`src/rtl/rv32i_pkg.sv`:
```
// rv32i_pkg: RV32I opcodes, instruction formats and field widths
package rv32i_pkg;
  localparam int OP_W = 7;
  localparam int F3_W = 3;
  localparam int F7_W = 7;
  localparam int REG_W = 5;
  localparam int IMM_W = 20;
  localparam logic [OP_W-1:0] OP_R      = 7'b0110011;
  localparam logic [OP_W-1:0] OP_IMM    = 7'b0010011;
  localparam logic [OP_W-1:0] OP_LOAD   = 7'b0000011;
  localparam logic [OP_W-1:0] OP_STORE  = 7'b0100011;
  localparam logic [OP_W-1:0] OP_BRANCH = 7'b1100011;
  localparam logic [OP_W-1:0] OP_JAL    = 7'b1101111;
  localparam logic [OP_W-1:0] OP_JALR   = 7'b1100111;
  localparam logic [OP_W-1:0] OP_LUI    = 7'b0110111;
  localparam logic [OP_W-1:0] OP_AUIPC  = 7'b0010111;
  localparam logic [OP_W-1:0] OP_FENCE  = 7'b0001111;
  localparam logic [OP_W-1:0] OP_SYSTEM = 7'b1110011;
  typedef enum logic [2:0] {FMT_R, FMT_I, FMT_S, FMT_B, FMT_U, FMT_J, FMT_BAD} fmt_t;
  function automatic fmt_t fmt_of(input logic [OP_W-1:0] op);
    case (op)
      OP_R: return FMT_R;
      OP_IMM, OP_LOAD, OP_JALR, OP_FENCE, OP_SYSTEM: return FMT_I;
      OP_STORE: return FMT_S;
      OP_BRANCH: return FMT_B;
      OP_LUI, OP_AUIPC: return FMT_U;
      OP_JAL: return FMT_J;
      default: return FMT_BAD;
    endcase
  endfunction
endpackage

```
`src/rtl/ins_dec_fields.sv`:
```
// ins_dec_fields: combinational split of an RV32I word into format-specific fields
module ins_dec_fields
  import rv32i_pkg::*;
(
  input  logic [31:0]      ins,
  output fmt_t             fmt,
  output logic [F3_W-1:0]  funct3,
  output logic [F7_W-1:0]  funct7,
  output logic [REG_W-1:0] rs1,
  output logic [REG_W-1:0] rs2,
  output logic [REG_W-1:0] rd,
  output logic [IMM_W-1:0] imm
);
  always_comb begin
    fmt = fmt_of(ins[6:0]);
    funct3 = '0;
    funct7 = '0;
    rs1 = '0;
    rs2 = '0;
    rd = '0;
    imm = '0;
    case (fmt)
      FMT_R: begin
        funct3 = ins[14:12];
        funct7 = ins[31:25];
        rs1 = ins[19:15];
        rs2 = ins[24:20];
        rd = ins[11:7];
      end
      FMT_I: begin
        funct3 = ins[14:12];
        rs1 = ins[19:15];
        rd = ins[11:7];
        imm = {8'd0, ins[31:20]};
        // shift-immediates carry their funct7 in the upper immediate bits
        funct7 = (ins[6:0] == OP_IMM && ins[13:12] == 2'b01) ? ins[31:25] : '0;
      end
      FMT_S: begin
        funct3 = ins[14:12];
        rs1 = ins[19:15];
        rs2 = ins[24:20];
        imm = {8'd0, ins[31:25], ins[11:7]};
      end
      FMT_B: begin
        funct3 = ins[14:12];
        rs1 = ins[19:15];
        rs2 = ins[24:20];
        imm = {8'd0, ins[31], ins[7], ins[30:25], ins[11:8]};
      end
      FMT_U: begin
        rd = ins[11:7];
        imm = ins[31:12];
      end
      FMT_J: begin
        rd = ins[11:7];
        imm = {ins[31], ins[19:12], ins[20], ins[30:21]};
      end
      default: ;
    endcase
  end
endmodule

```
`src/rtl/ins_dec.sv`:
```
// ins_dec: registered RV32I field decoder; fields load on ins_vld and hold otherwise
module ins_dec
  import rv32i_pkg::*;
(
  input  logic        clk,
  input  logic        rst_n,
  input  logic        ins_vld,
  input  logic [31:0] ins,
  output logic        dec_vld,
  output logic [6:0]  op,
  output logic [2:0]  funct3,
  output logic [6:0]  funct7,
  output logic [4:0]  rs1,
  output logic [4:0]  rs2,
  output logic [4:0]  rd,
  output logic [19:0] imm,
  output logic        illegal
);
  fmt_t             fmt;
  logic [F3_W-1:0]  f3;
  logic [F7_W-1:0]  f7;
  logic [REG_W-1:0] s1, s2, d;
  logic [IMM_W-1:0] im;
  ins_dec_fields u_fields (
    .ins(ins), .fmt(fmt), .funct3(f3), .funct7(f7),
    .rs1(s1), .rs2(s2), .rd(d), .imm(im)
  );
  always_ff @(posedge clk or negedge rst_n) begin
    if (!rst_n) begin
      dec_vld <= 1'b0;
      op <= '0;
      funct3 <= '0;
      funct7 <= '0;
      rs1 <= '0;
      rs2 <= '0;
      rd <= '0;
      imm <= '0;
      illegal <= 1'b0;
    end else begin
      dec_vld <= ins_vld;
      if (ins_vld) begin
        op <= ins[6:0];
        funct3 <= f3;
        funct7 <= f7;
        rs1 <= s1;
        rs2 <= s2;
        rd <= d;
        imm <= im;
        illegal <= fmt == FMT_BAD;
      end
    end
  end
endmodule

```
`config.mk`:
```
export PLATFORM = sky130hd
export DESIGN_NAME = ins_dec
export DESIGN_NICKNAME = d
export VERILOG_FILES = /design/src/rtl/rv32i_pkg.sv /design/src/rtl/ins_dec_fields.sv /design/src/rtl/ins_dec.sv
export SDC_FILE = /design/constraint.sdc
export NUM_CORES = 1
export LEC_CHECK = 0
export CORE_MARGIN = 2
export CORE_UTILIZATION = 50
export DETAILED_ROUTE_END_ITERATION = 8
export GPL_ROUTABILITY_DRIVEN = 1
export PLACE_DENSITY = 0.85
export SLEW_MARGIN = 20
export SYNTH_ARGS = -nofsm -noshare
export SYNTH_HDL_FRONTEND = slang
export SYNTH_SLANG_ARGS = --single-unit
```
`constraint.sdc`:
```
create_clock -name clk -period 1.2 [get_ports clk]
set_clock_uncertainty 0.1 [all_clocks]
set_input_delay 0.24 -clock clk [delete_from_list [all_inputs] [get_ports clk]]
set_output_delay 0.24 -clock clk [all_outputs]
set_load 0.02 [all_outputs]
```
==> flow_summary.yaml, run 1 <==
yosys:
  syn_area_per_cell_um2: 10.6
  ys_seq_area_share_pct: 47.4
  ys_types: 54
  yosysTopAreaCell: "dfrtp_1"
  synth-seq-cells: 54
  syn_nets: 305
  async_reset_ff_share_pct: 100
  synthCells: 269
  yosysTopAreaCellShare_pct: 47.4
  yosysMostFrequentCell: "dfrtp_1"
  synthTopCellsByArea: "dfrtp_1, o2bb2ai_1, nand2_1, nor2_1, a221oi_1"
  synth_edf_count: 0
  netlist_top_cells_count: "dfrtp_1, nand2_1, nor2_1"
  synth_ff_type: "dfrtp_1"
  synthesis.area_um2: 2850
  ys_warn_count: 0
cts:
  clock_path_buffers: 2
  cts_sinks: 54
  ctsRootBufferMaster: "clkbuf_8"
  h-tree-depth: 2
  numCtsBuffers: 5
outcome:
  error: "[ERROR DPL-0038] Utilization greater than 100%, impossible to legalize"
  lastStage: "global routing (5_1_grt)"
  status: "stopped before the end"
floorplan:
  rows: 27
  die_w_um: 79.5
  start_util_pct: 51.7
  die_h_um: 79.5
  ioPinCount: 89
sta:
  grt-worst-endpoint: "imm[5]$_DFFE_PN0P_/D"
  worstEpCategory: "sequential cell input"
placed_design:
  io_buffers: 88
  hpwl_mm: 7.42
  place_congestion: 0.900
  dp_cells: 484
global_routing:
  grt_max_degree: 27
metrics by stage:
step / worst slack (ps) / TNS [ps] / util, % / instance area, µm²
after detailed placement: -1460 / -59810 / 80.8 / 4450
after global placement: -1360 / -57360 / 80.8 / 4450
after floorplan: -836 / -23190 / - / 2960
after CTS: -713 / -22190 / 94.6 / 5210
cell families after synthesis:
group,Yosys count,synth area share (%)
AND/OR/NAND/NOR,95,17.8
adder cells (fa/ha/maj),1,0.439
AO/OA/AOI/OAI,85,25.8
flip-flops,54,47.4
multiplexers,13,4.88
buffers and inverters,21,3.69
what timing repair did:
action,in CTS
endpoints found under the setup margin,100
setup buffers,44
pin swaps,53
cloned,1
hold buffers,1
resized for setup,405
hold endpoints to repair,28
==> run 2, diff against run 1 <==
CORE_UTILIZATION = 40   (was 50)
PLACE_DENSITY = not set   (was 0.85)
PLACE_DENSITY_LB_ADDON = 0.15   (was not set)
==> run 2 against run 1 <==
The flow now finishes, with violations (setup timing). Synthesized cell count unchanged. Synthesized area unchanged.
==> flow_summary.yaml, run 2 <==
outcome:
  status: "complete, but fails checks"
  violations: "setup timing"
sta:
  timing.fmax_mhz: 529
  setup_viol: 85
  rsz0062_at_grt: "yes"
  tightest_slew_ps: 455
  setup_ws_ps: -690
  finalHoldViolations: 0
  post-route-min-period_ps: 1890
  fin_crit_sh_pct: 158
  slew_viol_final: 0
  fin_setup_tns_ps: -21530
  slew_headroom_pct: 69.6
floorplan:
  die_w_um: 88.4
  die_h_um: 88.4
  start_util_pct: 41.7
  rows: 30
  ioPinCount: 89
  dieArea_um2: 7810
  coreArea_um2: 6830
critical_path:
  rrSetupSlack_ps: 10
  cp_data_arrival_time_ps: 2040
  crit_path_start: "ins[2]"
  endpoint_kind: "register"
  startpoint_type: "input pin"
  r2r_end: "rs2[2]$_DFFE_PN0P_"
  cp-endpoint: "imm[1]$_DFFE_PN0P_"
  critPathKind: "in -> reg"
  crit_fanout: 7
  timing.rr.start: "rs2[2]$_DFFE_PN0P_"
  required_ps: 1350
  ff2ff_path_depth: 4
global_routing:
  grt_pass1_vias: 2992
  grt_max_degree: 55
  grt_pass1_wl_mm: 15.6
  antenna_found_initial: 0
  track_usage_pct: 25.8
  grt.overflow.total: 0
layout:
  nNetsFinal: 491
  layout_common_cells: "buf_4, buf_6, dfrtp_1"
  areaGrowthSynthToFinish_pct: 86.6
  finalInstanceArea_um2: 5320
  fill_cells: 445
  largest-register: "imm"
  final_common_cell: "buf_4"
  reg.largest.list: "imm (20), funct7 (7), op (7)"
  num_antenna_cells: 0
  post-route-util_pct: 77.8
  largest_register_ffs: 20
  drive_gt1_share_pct: 58.8
yosys:
  syn_area_per_cell_um2: 10.6
  netlist_top_cells_count: "dfrtp_1, nand2_1, nor2_1"
  synth-seq-cells: 54
  synthesis.area_um2: 2850
  ys_warn_count: 0
  ys_seq_area_share_pct: 47.4
  syn_nets: 305
  yosysMostFrequentCell: "dfrtp_1"
  async_reset_ff_share_pct: 100
  synth_edf_count: 0
  ys_types: 54
  synthTopCellsByArea: "dfrtp_1, o2bb2ai_1, nand2_1, nor2_1, a221oi_1"
  synth_ff_type: "dfrtp_1"
  yosysTopAreaCell: "dfrtp_1"
  synthCells: 269
  yosysTopAreaCellShare_pct: 47.4
cts:
  ctsRootBufferMaster: "clkbuf_8"
  h-tree-depth: 2
  cts_sinks: 54
  cts_tree: "yes"
  cts.clk_slew.worst_paths_ps: 110
  numCtsBuffers: 5
  clock_path_buffers: 2
  clk_latency_ps: 320
power:
  total_power_mw: 4.58
  power_frac_seq_pct: 43.1
  power_density_nw_per_um2: 862
  p_int_mw: 3.22
  p_switching_mw: 1.37
  swShare_pct: 29.8
  p_leak_nw: 2.36
  p_comb_share_pct: 27.1
  irDropWorstVdd_mv: 0.693
  clkPwrFrac_pct: 29.8
run:
  cap_viol_max_count: 0
drt:
  postRouteAntennaNets: 0
  via_count: 3119
  first_pass_iters: 5
  detail_route.wirelength_mm: 10.8
  wl_per_cell_um: 19.6
  vias_per_cell: 5.65
  drc_errors: 0
  drt-initial-drc-count: 258
placed_design:
  place_congestion: 0.873
  hpwl_mm: 6.71
  postPlaceCellArea_um2: 4380
  io_buffers: 88
min_path:
  hold_class: "in -> reg"
## run 2: cell counts after synthesis
Identical to the previous run, type by type.
## run 2: critical path, stage by stage
cell and delay (ps):
buf_6 90, nand4bb_4 210, or2_4 260, ha_4 180, and4bb_4 360, buf_12 130
a32oi_1 110, nor2_1 200, a21oi_1 70, a211oi_1 200
## run 2: final cells by class
| type | count | area (µm²) | share of cell area (%) |
|---|---|---|---|
| inverter | 1 | 3.75 | 0.0706 |
| tap | 96 | 120 | 2.26 |
| clock inverter | 2 | 38.8 | 0.729 |
| timing repair buffer | 199 | 1830 | 34.5 |
| multi-input combinational | 194 | 1890 | 35.5 |
| clock buffer | 6 | 82.6 | 1.55 |
| sequential | 54 | 1350 | 25.4 |
## run 2: per-layer routing
metal / vias up / track usage, % / share of wire (%)
met2: 151 / 40.3 / 48
met5: - / 0 / 0
met4: 0 / 5.65 / 2.2
li1: 1405 / - / -
met1: 1538 / 37.1 / 42
met3: 25 / 5.78 / 7.6
## run 2: power groups by stage
| stage | sequential [mW] | clock [mW] | combinational (mW) |
|---|---|---|---|
| 6_report | 1.97 | 1.37 | 1.24 |
| 3_3_place_gp | 1.99 | 0 | 1.01 |
| 2_1_floorplan | 2.10 | 0 | 0.307 |
| 5_1_grt | 1.98 | 1.45 | 1.32 |
| 4_1_cts | 1.97 | 1.36 | 1.12 |
| 3_5_place_dp | 1.99 | 0 | 1.01 |
## run 2: kinds of logic (layout without fill, tap and decap cells)
logic type | Yosys count | in the layout | share of synthesized area, %
simple gates | 95 | 95 | 17.8
flops | 54 | 54 | 47.4
compound gates | 85 | 85 | 25.8
fa+ha+maj | 1 | 1 | 0.439
buf+inv | 21 | 208 | 3.69
mux | 13 | 13 | 4.88
## run 2: stage by stage
stage	setup WS [ps]	instances	hold WS [ps]
CTS	-731	538	136
global route	-731	552	149
detailed placement	-1480	501	160
floorplan	-836	269	-156
finish	-690	552	137
global placement	-1410	501	160
## run 2: worst min-delay path by stage
stage | startpoint | to | slack [ps] | depth (start not counted)
floorplan | rst_n | dec_vld$_DFF_PN0_ | -160 | 0
global placement | rst_n | op[3]$_DFFE_PN0P_ | 160 | 2
detailed placement | rst_n | dec_vld$_DFF_PN0_ | 160 | 2
CTS | ins[1] | op[1]$_DFFE_PN0P_ | 140 | 2
global route | ins[1] | op[1]$_DFFE_PN0P_ | 150 | 2
finish | ins[1] | op[1]$_DFFE_PN0P_ | 140 | 2
## run 2: repair_timing
action | 4_1_cts | 5_1_grt
hold buffers | 1 | 0
resized for setup | 377 | 51
pin swaps | 28 | 39
setup endpoints to repair | 100 | 99
hold endpoints to repair | 54 | 0
setup buffers | 28 | 15
No activity file was read; power rests on OpenSTA's default activity.
==> run 3, diff against run 2 <==
CAP_MARGIN = 10   (was not set)
==> results of run 3 <==
No change in the layout: final DEF, timing and power equal those of run 2.
